### src/rtl/comb_ontransit_pkg.sv
// Shared state encoding and counter-width helper for the multi-channel on-transit FSM.
package comb_ontransit_pkg;

  localparam logic [1:0] StCodeIdle = 2'd0;
  localparam logic [1:0] StCodeRun  = 2'd1;
  localparam logic [1:0] StCodeCool = 2'd2;

  typedef enum logic [1:0] {
    StIdle = StCodeIdle,
    StRun  = StCodeRun,
    StCool = StCodeCool
  } state_e;

  // Wide enough to hold the largest terminal count of any phase.
  function automatic int unsigned calc_cw(input int unsigned min_run,
                                          input int unsigned max_run,
                                          input int unsigned holdoff);
    int unsigned m;
    m = min_run;
    if (max_run > m) m = max_run;
    if (holdoff > m) m = holdoff;
    return $clog2(m + 1);
  endfunction

endpackage

### src/rtl/comb_ontransit_ch.sv
// One on-transit channel: IDLE/RUN/COOL FSM with saturating counter and go/stop/timeout pulses.
module comb_ontransit_ch
  import comb_ontransit_pkg::*;
#(
  parameter int unsigned MIN_RUN = 4,
  parameter int unsigned MAX_RUN = 16,
  parameter int unsigned HOLDOFF = 2,
  parameter int unsigned CW      = calc_cw(MIN_RUN, MAX_RUN, HOLDOFF)
) (
  input  logic       clk_i,
  input  logic       rst_i,
  input  logic       do_i,
  output logic       g_o,
  output logic       s_o,
  output logic       to_o,
  output logic       busy_o,
  output logic [1:0] st_o
);

  localparam logic [CW-1:0] MinLast   = CW'(MIN_RUN - 1);
  localparam logic [CW-1:0] MaxLast   = CW'((MAX_RUN > 0) ? MAX_RUN - 1 : 0);
  localparam logic [CW-1:0] HoldLast  = CW'((HOLDOFF > 0) ? HOLDOFF - 1 : 0);
  localparam state_e        StopState = (HOLDOFF == 0) ? StIdle : StCool;
  localparam bit            TimeoutEn = (MAX_RUN != 0);

  state_e        state_q, state_d;
  logic [CW-1:0] cnt_q, cnt_d, cnt_inc;
  logic          timeout, stop_req;
  logic          g, s, to;

  assign cnt_inc  = (cnt_q == '1) ? cnt_q : cnt_q + CW'(1);
  // Timeout does not look at do, so it wins when a voluntary stop lands on the same cycle.
  assign timeout  = TimeoutEn && (cnt_q == MaxLast);
  assign stop_req = !do_i && (cnt_q >= MinLast);

  always_comb begin
    state_d = state_q;
    cnt_d   = cnt_q;
    g       = 1'b0;
    s       = 1'b0;
    to      = 1'b0;
    case (state_q)
      StIdle: begin
        if (do_i) begin
          state_d = StRun;
          cnt_d   = '0;
          g       = 1'b1;
        end
      end
      StRun: begin
        cnt_d = cnt_inc;
        if (timeout || stop_req) begin
          state_d = StopState;
          cnt_d   = '0;
          s       = 1'b1;
          to      = timeout;
        end
      end
      StCool: begin
        cnt_d = cnt_inc;
        if (cnt_q == HoldLast) begin
          state_d = StIdle;
          cnt_d   = '0;
        end
      end
      default: begin
        state_d = StIdle;
        cnt_d   = '0;
      end
    endcase
  end

  always_ff @(posedge clk_i) begin
    if (rst_i) begin
      state_q <= StIdle;
      cnt_q   <= '0;
    end else begin
      state_q <= state_d;
      cnt_q   <= cnt_d;
    end
  end

  assign g_o    = g & ~rst_i;
  assign s_o    = s & ~rst_i;
  assign to_o   = to & ~rst_i;
  assign busy_o = (state_q != StIdle);
  assign st_o   = state_q;

endmodule

### src/rtl/comb_ontransit_n.sv
// N-channel on-transit FSM array; define COMB_ONTRANSIT_REG_OUT_EN to register g/s/to by one cycle.
module comb_ontransit_n #(
  parameter int unsigned N_CH    = 2,
  parameter int unsigned MIN_RUN = 4,
  parameter int unsigned MAX_RUN = 16,
  parameter int unsigned HOLDOFF = 2
) (
  input  logic [0:0]        clk_i,
  input  logic              rst_i,
  input  logic [N_CH-1:0]   do_i,
  output logic [N_CH-1:0]   g_o,
  output logic [N_CH-1:0]   s_o,
  output logic [N_CH-1:0]   to_o,
  output logic [N_CH-1:0]   busy_o,
  output logic [2*N_CH-1:0] st_o
);

  logic [N_CH-1:0] g_c, s_c, to_c;

  for (genvar i = 0; i < N_CH; i++) begin : g_ch
    comb_ontransit_ch #(
      .MIN_RUN(MIN_RUN),
      .MAX_RUN(MAX_RUN),
      .HOLDOFF(HOLDOFF)
    ) u_ch (
      .clk_i (clk_i),
      .rst_i (rst_i),
      .do_i  (do_i[i]),
      .g_o   (g_c[i]),
      .s_o   (s_c[i]),
      .to_o  (to_c[i]),
      .busy_o(busy_o[i]),
      .st_o  (st_o[2*i+1 -: 2])
    );
  end

`ifdef COMB_ONTRANSIT_REG_OUT_EN
  logic [N_CH-1:0] g_q, s_q, to_q;

  always_ff @(posedge clk_i) begin
    if (rst_i) begin
      g_q  <= '0;
      s_q  <= '0;
      to_q <= '0;
    end else begin
      g_q  <= g_c;
      s_q  <= s_c;
      to_q <= to_c;
    end
  end

  assign g_o  = g_q;
  assign s_o  = s_q;
  assign to_o = to_q;
`else
  assign g_o  = g_c;
  assign s_o  = s_c;
  assign to_o = to_c;
`endif

endmodule

### config.mk
export PLATFORM = sky130hd
export DESIGN_NAME = comb_ontransit_n
export DESIGN_NICKNAME = d
export VERILOG_FILES = /design/src/rtl/comb_ontransit_pkg.sv /design/src/rtl/comb_ontransit_ch.sv /design/src/rtl/comb_ontransit_n.sv
export SDC_FILE = /design/constraint.sdc
export NUM_CORES = 1
export LEC_CHECK = 0
export CAP_MARGIN = 40
export CORE_MARGIN = 8
export CORE_UTILIZATION = 45
export CTS_CLUSTER_DIAMETER = 30
export CTS_CLUSTER_SIZE = 8
export DETAILED_ROUTE_END_ITERATION = 6
export PLACE_DENSITY = 0.75
export SYNTH_ARGS = -nofsm -noshare
export SYNTH_HDL_FRONTEND = slang
export SYNTH_HIERARCHICAL = 1
export SYNTH_SLANG_ARGS = --single-unit
### constraint.sdc
create_clock -name clk_i -period 2.3 [get_ports clk_i]
set_input_delay 0.46 -clock clk_i [delete_from_list [all_inputs] [get_ports clk_i]]
set_output_delay 0.46 -clock clk_i [all_outputs]
set_load 0.02 [all_outputs]
# Yosys cells after proc, flatten, opt, wreduce, memory -nomap -nowiden

Index checks and enable logic that the tools add are counted.

Flip-flop bits (word level): 14
Latch bits: 0
Memory bits (writable): 0
Memory bits (read-only): 0
Input bits: 4
Memories: 0

Add/sub/neg operators: 2
Multipliers: 0
Divide/modulo/power cells: 0
Magnitude comparators: 2
Equal/unequal tests: 16
Shifts and indexed selects: 0
Multiplexer cells: 30
Bitwise operators: 7
Reductions and logical operators: 12

Operators by type and width:

| cell                                                                   | number |
|---|---|
| 5-bit two-way mux                                                      | 8 |
| 5-bit one-hot mux with 3 select lines                                  | 2 |
| 1-bit two-way mux                                                      | 12 |
| 2-bit two-way mux                                                      | 6 |
| 2-bit one-hot mux with 3 select lines                                  | 2 |
| 5-bit by 1-bit adder with 5-bit output (second input constant)         | 2 |
| 5-bit by 1-bit equality test with 1-bit output (second input constant) | 2 |
| 5-bit by 4-bit equality test with 1-bit output (second input constant) | 2 |
| 5-bit equality test (second input constant)                            | 2 |
| 5-bit by 2-bit >= comparator with 1-bit output (second input constant) | 2 |
| 2-bit by 1-bit != test with 1-bit output (second input constant)       | 4 |
| 1-bit AND                                                              | 6 |
| 3-bit AND reduction                                                    | 2 |
| 2-bit by 1-bit equality test with 1-bit output (second input constant) | 2 |
| 2-bit equality test (second input constant)                            | 2 |
| 2-bit logical NOT                                                      | 2 |
| 2-bit != test (second input constant)                                  | 2 |
| 2-bit nonzero test                                                     | 2 |
| 1-bit logical AND                                                      | 2 |
| 1-bit logical NOT                                                      | 2 |
| 1-bit logical OR                                                       | 2 |
| 1-bit NOT                                                              | 1 |

# Longest topological paths before layout

Gate-level depths: netlist (run 1).

Depth in word-level cells: 6
Depth in mapped cells: 7
Gate-level depth less buffers: 6

# Hierarchy

Netlist (run 1), hierarchy kept.

By module, submodules not included:

| module            | instances | cells each | area each (um^2) |
|---|---|---|---|
| comb_ontransit_ch | 2         | 73         | 614.3 |

# Worst setup path after synthesis (run 1)

OpenSTA, ideal clock, no wires.

Path type: register to register
Start point: reg g_ch[0].u_ch.cnt_q[0]
End point: reg g_ch[0].u_ch.state_q[0]
Arrival: 1.773 ns
Slack: 0.456 ns
Cell stages (with the launch flop): 8
Period minus slack after synthesis: 1.844 ns
Path through: dfxtp_1 -> ha_1 -> clkbuf_1 -> and4b_1 -> o32ai_2 -> buf_4 -> or4b_1 -> a21oi_1

Cells in the longest elaborated chain, start to end: 5
Elaborated cells on any way between the ends: 8
Classes of those cells: 1 x order compare; 4 x eq/ne; 3 x reduce/logical

Ends and longest elaborated chain:

| element                                                   | line                    | text |
|---|---|---|
| start: declaration                                        | comb_ontransit_ch.sv:27 | `logic [CW-1:0] cnt_q, cnt_d, cnt_inc;` |
| start signal: assignment                                  | comb_ontransit_ch.sv:79 | `cnt_q <= cnt_d;` |
| 5-bit by 2-bit >= comparator with 1-bit output            | comb_ontransit_ch.sv:34 | `assign stop_req = !do_i && (cnt_q >= MinLast);` |
| 1-bit logical AND                                         | comb_ontransit_ch.sv:34 |  |
| 1-bit logical OR                                          | comb_ontransit_ch.sv:52 | `if (timeout \|\| stop_req) begin` |
| 2-bit by 1-bit != test with 1-bit output (no source line) | -                       |  |
| 3-bit AND reduction (no source line) (*)                  | -                       |  |
| end signal: assignment                                    | comb_ontransit_ch.sv:75 | `state_q <= StIdle;` |
| end signal: assignment                                    | comb_ontransit_ch.sv:78 | `state_q <= state_d;` |
| end: declaration                                          | comb_ontransit_ch.sv:26 | `state_e state_q, state_d;` |

Mark *: on every way between the ends. The rest lies on a longest branch, timed or not.
A chain may end at the register's enable or synchronous reset.

# Worst setup path in the final report (run 1)

Start point: reg g_ch[1].u_ch.cnt_q[2]
End point: out s_o[1]

Cells in the longest elaborated chain, start to end: 6
Elaborated cells on any way between the ends: 7
Classes of those cells: 1 x order compare; 1 x eq/ne; 2 x mux; 1 x bitwise; 2 x reduce/logical

Ends and longest elaborated chain:

| element                                        | line                    | text |
|---|---|---|
| start: declaration                             | comb_ontransit_ch.sv:27 |  |
| start signal: assignment                       | comb_ontransit_ch.sv:79 |  |
| 5-bit by 2-bit >= comparator with 1-bit output | comb_ontransit_ch.sv:34 |  |
| 1-bit logical AND                              | comb_ontransit_ch.sv:34 |  |
| 1-bit logical OR (*)                           | comb_ontransit_ch.sv:52 |  |
| 1-bit two-way mux (*)                          | comb_ontransit_ch.sv:52 |  |
| 1-bit two-way mux (*)                          | comb_ontransit_ch.sv:42 | `case (state_q)` |
| 1-bit AND (*)                                  | comb_ontransit_ch.sv:84 | `assign s_o = s & ~rst_i;` |
| end: declaration                               | comb_ontransit_n.sv:12  | `output logic [N_CH-1:0] s_o,` |

Marks and branches as above.

==> results.md, run 1 <==
| Result | Reported |
|:---|:---|
| Area of all placed cells without fillers | 0.00147 mm² |
| Total grt overflow | 0 |
| Avg Inst Size Synth | 8.42 µm² |
| Post-synthesis cell area | 0.00123 mm² |
| Switching part of the total | 43.3% |
| Setup TNS | 0 ps |
| Residual DRC | 0 |
| First drt pass iteration count | 4 |
| Total count of hold-check failures in the final report | 0 |
| Area taken by multi-input logic gates | 841 µm² |
| Die ar. | 0.00466 mm² |
| Core occupancy in the finished layout | 55.4% |
| Transition at the pin with the smallest max-transition slack | 771 ps |
| Number of setup violations in the final report | 0 |
| Wire length on met3 | 132 µm |
| Most common cell in the synthesized netlist | sky130_fd_sc_hd__dfxtp_1 |
| Post-Syn Instances | 146 |
| Syn Nets | 162 |
| Total via count after detailed routing | 1,200 |
| Hold bufs inserted after CTS | 0 |
| Final net count | 183 |
| Remaining number of nets flagged by the antenna check after routing | 0 |
| Via count of the first global-routing pass | 1,134 |
| Headroom to the max-slew limit | 48.6% |
| Achievable Freq | 452 MHz |
| Met1 wire length | 1.40 mm |
| Storage element area | 280 µm² |
| Site row count | 19 |
| Gr usage total | 13.8% |
| Level count of the clock H-tree | 1 |
| Type of the worst min-delay path | register to register |
| Count of antenna diodes in the layout | 0 |
| Adder-Cell Fraction of Synth Area | 12.2% |
| Number of warning messages in the yosys log | 6 |
| TritonCTS buffer count | 3 |
| Count of flip-flops with a built-in enable after synthesis | 0 |
| Proportion of netlist area held by the largest area contributor | 22.8% |
| Crit. End Element | primary output |
| Xor and xnor fraction of the mapped netlist area | 0% |
| Wire length of the first global-routing pass | 5.19 mm |
| Clock-pin slew on the worst setup and hold paths | 80 ps |
| Post-synthesis mux area share | 0% |
| CTS tree | yes |
| Number of violations reported at the end of detailed-routing iteration 0 | 77 |
| Share of power burned in the clock network | 14.7% |
| Arrival time reported for the critical path endpoint | 1750 ps |
| Wire length on met2 | 1.44 mm |
| Die width | 68.3 µm |
| Run status | finished, final reports clean |
| Combinational family with the most area after synthesis | compound AO/OA/AOI/OAI gates |
| Fraction of the cycle the final worst path needs | 96.2% |
| Fraction of the mapped netlist area in compound gates | 31.0% |
| Seq/Total Area, Yosys | 22.8% |
| Switching pwr | 0.512 mW |
| Maximum number of pins on one net before global-route repair | 17 |
| Required time reported for the critical path endpoint | 1840 ps |
| Synthesis-to-layout area growth | 20.0% |
| Overall routed net length | 2.98 mm |
| Top layer used by detailed routing | met4 |
| Final critical delay including setup and external delays | 2210 ps |
| Power density over the cells | 803 mW/mm² |
| Cell taking the most area after synthesis | sky130_fd_sc_hd__dfxtp_1 |
| Worst clock skew on the final layout | 1.51 ps |
| Setup repair after global routing missed its margin | false |
| Clock Sink Count | 14 |
| Vias per cell | 6.09 |
| Kind of critical path | register to primary output |
| Critical path startpoint category | register |
| Largest vdd supply drop | 0.000524 V |
| Register bit count reported by yosys | 14 |
| Boundary pin count | 16 |
| Largest fanout of any net on the critical path | 9 |
| Fill cell count | 271 |
| Synth unique cells | 34 |
| Synth cell count leaders | sky130_fd_sc_hd__dfxtp_1, sky130_fd_sc_hd__ha_1, sky130_fd_sc_hd__a21oi_1, sky130_fd_sc_hd__inv_1 |
| Routability congestion estimate | 0.875 |
| Post-DP HPWL | 2.23 mm |
| Proportion of layout cells with a drive suffix above 1 | 15.1% |
| Combinational cell fraction of total power | 59.8% |
| Clock root buffer master | sky130_fd_sc_hd__clkbuf_4 |
| Placed instance area | 0.00145 mm² |
| Slew Limit Fails | 0 |
| Latest clock arrival within the worst-skew pair | 270 ps |
| Maximum buffer depth of the clock tree | 2 |
| Core Region | 0.00266 mm² |
| Antenna violations before repair | 0 |
| Most area-consuming cells after synthesis | sky130_fd_sc_hd__dfxtp_1, sky130_fd_sc_hd__ha_1, sky130_fd_sc_hd__o31ai_1 |
| Proportion of synthesized flip-flops having asynchronous set or reset | 0% |
| Die height | 68.3 µm |
| Initial core utilization | 46.1% |
| Port bufs | 15 |
| Number of maximum-capacitance violations | 0 |
| Standby leakage power | 0.622 nW |
| Internal Power | 0.671 mW |
| Per-cell routed wire length | 15.1 µm |
| Commonest register cell after synthesis | sky130_fd_sc_hd__dfxtp_1 |
| Post-Synth Simple-Gate Area | 25.3% |
| Sequential Power Share | 25.5% |
[layer usage]
layer	global-route usage, %	up-vias
met4	2.05	0
met1	18.1	576
met2	22.5	26
met3	3.76	2
li1	-	596
met5	0	-
[power groups by stage]
| stage | logic, mW | clock network [mW] | registers, mW |
|---|---|---|---|
| finish | 0.707 | 0.174 | 0.302 |
| global route | 0.784 | 0.192 | 0.306 |
| CTS | 0.700 | 0.181 | 0.301 |
| detailed placement | 0.699 | 0 | 0.307 |
| global placement | 0.682 | 0 | 0.305 |
| floorplan | 0.454 | 0 | 0.334 |
[sequential cells by signal, summed over array words and instances, names as in the netlist]
register / cells
g_ch.u_ch/cnt_q: 10
g_ch.u_ch/st_o: 4
[logic make-up after synthesis]
group	Yosys count
buffers and inverters	22
DFF	14
AOI/OAI and AO/OA	50
and+or+nand+nor	48
adders and majority gates	12
[placed cells by master, fill, tap and decap left out]
cell type and instances:
sky130_fd_sc_hd__a41o_1 2, sky130_fd_sc_hd__a21boi_0 2, sky130_fd_sc_hd__o32ai_2 2, sky130_fd_sc_hd__nand3_1 4, sky130_fd_sc_hd__o21a_4 2, sky130_fd_sc_hd__or4b_1 4
sky130_fd_sc_hd__o2111ai_1 2, sky130_fd_sc_hd__nand2b_1 4, sky130_fd_sc_hd__clkbuf_4 3, sky130_fd_sc_hd__o211ai_1 6, sky130_fd_sc_hd__nor3b_1 2, sky130_fd_sc_hd__nor3_1 2
sky130_fd_sc_hd__and3_1 2, sky130_fd_sc_hd__clkdlybuf4s50_1 9, sky130_fd_sc_hd__o21ai_1 1, sky130_fd_sc_hd__a31oi_1 4, sky130_fd_sc_hd__inv_1 10, sky130_fd_sc_hd__o31ai_1 8
sky130_fd_sc_hd__or4b_2 2, sky130_fd_sc_hd__o311a_1 2, sky130_fd_sc_hd__and4b_1 2, sky130_fd_sc_hd__buf_4 13, sky130_fd_sc_hd__nand2_1 8, sky130_fd_sc_hd__dfxtp_1 14
sky130_fd_sc_hd__and2_1 4, sky130_fd_sc_hd__or3_4 2, sky130_fd_sc_hd__ha_1 12, sky130_fd_sc_hd__nor4_1 2, sky130_fd_sc_hd__and4_1 2, sky130_fd_sc_hd__a21oi_1 10
sky130_fd_sc_hd__nor2b_1 4, sky130_fd_sc_hd__o21ai_0 3, sky130_fd_sc_hd__nor2_1 4, sky130_fd_sc_hd__dlygate4sd2_1 6, sky130_fd_sc_hd__a211oi_1 6, sky130_fd_sc_hd__clkbuf_8 1
[stage by stage]
| stage | power [mW] | hold slack (ps) | setup WS (ps) | instances |
|---|---|---|---|---|
| floorplan | 0.788 | 486 | 456 | 146 |
| global placement | 0.987 | 493 | -121 | 193 |
| detailed placement | 1.01 | 505 | -138 | 193 |
| CTS | 1.18 | 518 | 89.2 | 197 |
| global route | 1.28 | 539 | 16.6 | 197 |
| finish | 1.18 | 519 | 88.2 | 197 |
[what timing repair did]
action | 4_1_cts | 5_1_grt
gates resized for setup | 6 | 1
hold endpoints to repair | 0 | 0
pin swaps | 0 | 0
buffers inserted | 0 | 0
setup endpoints to repair | 6 | 1
[area by class of cell]
class | count | area share, %
tap | 31 | 2.63
multi-input combinational | 110 | 57.0
clock buffer | 4 | 2.46
sequential | 14 | 19.0
inverter | 10 | 2.55
timing repair buffer | 28 | 16.3
[final timing paths]
check                           cells past startpoint  slack, ps                  start                     to
worst min-delay path                                2        520   g_ch[0].u_ch/st_o[0]   g_ch[0].u_ch/st_o[0]
worst min register to register                      2        520   g_ch[0].u_ch/st_o[0]   g_ch[0].u_ch/st_o[0]
worst max-delay path                                3         90  g_ch[1].u_ch/cnt_q[2]                 s_o[1]
worst max register to register                      4        250  g_ch[1].u_ch/cnt_q[2]  g_ch[1].u_ch/cnt_q[4]
[worst max-delay path, cell delays in order, from the launching register on]
cell                            delay, ps
sky130_fd_sc_hd__dfxtp_1              400
sky130_fd_sc_hd__or3_4                430
sky130_fd_sc_hd__o311a_1              340
sky130_fd_sc_hd__dlygate4sd2_1        320
(Power assumes the default switching activity.)
==> run 2: changes to the inputs <==
Settings changed: CAP_MARGIN 40 to 20, PLACE_DENSITY 0.75 to 0.65.
==> run 2 against run 1 <==
- combinational power is 2% lower
- final cell count is 0.51% lower
- power is 3.3% lower
- global-route usage is 0.56 points higher
==> results.md, run 2 (synthesis results as in run 1) <==
| Result | Reported | Change |
|:---|:---|:---|
| Run status | finished, final reports clean |  |
| Post-DP HPWL | 2.29 mm | +3.0% |
| Met1 wire length | 1.43 mm | +1.9% |
| Total count of hold-check failures in the final report | 0 | unchanged |
| Post-CTS setup buffers | 0 | unchanged |
| Remaining number of nets flagged by the antenna check after routing | 0 | unchanged |
| Maximum buffer depth of the clock tree | 2 | unchanged |
| Final critical delay including setup and external delays | 2200 ps | -10.8 ps |
| Critical path startpoint category | register |  |
| TritonCTS buffer count | 3 | unchanged |
| Gr usage total | 14.4% | +0.56 points |
| Total grt overflow | 0 | unchanged |
| Kind of critical path | register to primary output |  |
| Synthesis-to-layout area growth | 18.8% |  |
| Setup TNS | 0 ps | unchanged |
| Number of violations reported at the end of detailed-routing iteration 0 | 150 | +95% |
| Wire length of the first global-routing pass | 5.37 mm | +3.5% |
| Count of antenna diodes in the layout | 0 | unchanged |
| Achievable Freq | 454 MHz | +0.49% |
| Per-cell routed wire length | 15.8 µm | +4.4% |
| Number of maximum-capacitance violations | 0 | unchanged |
| Commonest cells after routing, fill and taps aside | sky130_fd_sc_hd__dfxtp_1, sky130_fd_sc_hd__buf_4, sky130_fd_sc_hd__ha_1 |  |
| Vias per cell | 6.16 | +1.1% |
| Power Total | 1.14 mW | -3.3% |
| Via count of the first global-routing pass | 1,189 | +4.9% |
| Worst clock skew on the final layout | 0.358 ps | -1.15 ps |
| Total via count after detailed routing | 1,207 | +0.58% |
| Arrival time reported for the critical path endpoint | 1740 ps | about the same |
| Maximum number of pins on one net before global-route repair | 12 | -5 |
| Level count of the clock H-tree | 1 | unchanged |
| Number of setup violations in the final report | 0 | unchanged |
| Peak per-stage delay on the critical path | 410 ps | -20 ps |
| Die width | 68.3 µm | unchanged |
| Transition at the pin with the smallest max-transition slack | 744 ps | -27.2 ps |
| Count of placed standard cells in the final layout, fillers left out | 196 | -0.51% |
| Die ar. | 0.00466 mm² | unchanged |
| Most frequent standard cell in the layout excluding fill and tap cells | sky130_fd_sc_hd__dfxtp_1 |  |
| Port bufs | 15 | unchanged |
| Required time reported for the critical path endpoint | 1840 ps | about the same |
| Headroom to the max-slew limit | 50.4% | +1.8 points |
| Setup repair after global routing missed its margin | false |  |
| Wire length on met3 | 141 µm | +6.8% |
| Crit-path cells | or3_4, o311a_1, dlygate4sd2_1 |  |
| Slew Limit Fails | 0 | unchanged |
| Overall routed net length | 3.09 mm | +3.8% |
| Setup slack after placement | -191 ps | -52.8 ps |
| Largest vdd supply drop | 0.000516 V | -1.5% |
| Antenna violations before repair | 0 | unchanged |
| Power density over the cells | 784 mW/mm² | -2.4% |
| Fraction of the cycle the final worst path needs | 95.7% | -0.47 points |
| Clock-pin slew on the worst setup and hold paths | 90 ps | about the same |
| Proportion of layout cells with a drive suffix above 1 | 14.5% | -0.51 points |
| Critical path buffers and inverters | 1 | unchanged |
| Start point of the worst min-delay path | g_ch[1].u_ch/st_o[1] |  |
| Clock root buffer master | sky130_fd_sc_hd__clkbuf_4 |  |
| Crit path from | g_ch[0].u_ch/cnt_q[2] |  |
| Latest clock arrival within the worst-skew pair | 280 ps | about the same |
| Min Hold Slack | 510 ps | -8.35 ps |
| Area of all placed cells without fillers | 0.00146 mm² | -0.93% |
| Clock Sink Count | 14 | unchanged |
| Worst Setup Slack, final | 99.0 ps | +10.8 ps |
| Standby leakage power | 0.613 nW | -1.4% |
| Die height | 68.3 µm | unchanged |
| Wire length on met2 | 1.49 mm | +3.8% |
| CTS tree | yes |  |
| Site row count | 19 | unchanged |
| DP Cell Count | 193 | unchanged |
| Initial core utilization | 46.1% | unchanged |
| Top layer used by detailed routing | met4 |  |
| Placed instance area | 0.00145 mm² | unchanged |
| Master of the slowest instance on the critical path | sky130_fd_sc_hd__or3_4 |  |
| Core Region | 0.00266 mm² | unchanged |
| Flip-flop count of the largest register, all copies and words added | 10 | unchanged |
| Residual DRC | 0 | unchanged |
| Register containing the most flip-flops in the final layout | g_ch.u_ch/cnt_q |  |
| Final net count | 183 | unchanged |
| CP top delay family | simple AND/OR/NAND/NOR gates |  |
| First drt pass iteration count | 4 | unchanged |
| Boundary pin count | 16 | unchanged |
| Crit. End Element | primary output |  |
| Core occupancy in the finished layout | 54.8% | -0.52 points |
| Reg-to-reg startpoint | g_ch[0].u_ch/cnt_q[0] |  |
| Largest fanout of any net on the critical path | 9 | unchanged |
| Type of the worst min-delay path | register to register |  |
| Routability congestion estimate | 0.837 | -4.3% |
## run 2: layer usage
metal / vias up / track usage (%)
li1: 593 / -
met1: 572 / 18.4
met2: 38 / 24.2
met3: 4 / 1.96
met4: 0 / 4.60
met5: - / 0
## run 2: area by class of cell
class	count	area (µm²)
clock buffers	3	22.5
fillers	258	1200
inverters	10	37.5
multi-input cells	110	841
flip-flops and latches	14	280
well taps	31	38.8
repair buffers	28	240
## run 2: worst min-delay path, delay by kind of cell (launching register included)
kind / cells / cell delay (ps)
compound gates: 2 / 130
flops: 1 / 340
## run 2: path summary, 6_finish.rpt
kind	slack [ps]	cells after the start	to
max	100	3	s_o[0]
min	510	2	g_ch[1].u_ch/st_o[1]
max reg2reg	260	6	g_ch[0].u_ch/cnt_q[4]
min reg2reg	510	2	g_ch[1].u_ch/st_o[1]
## run 2: repair_timing
item | 4_1_cts | 5_1_grt
gates resized for setup | 6 | 0
hold buffers | 0 | 0
setup endpoints to repair | 6 | 0
## run 2: where the power goes
part | internal, mW | switching, mW
logic | 0.291 | 0.400
clock network | 0.0608 | 0.0863
registers | 0.274 | 0.0329
total | 0.625 | 0.519
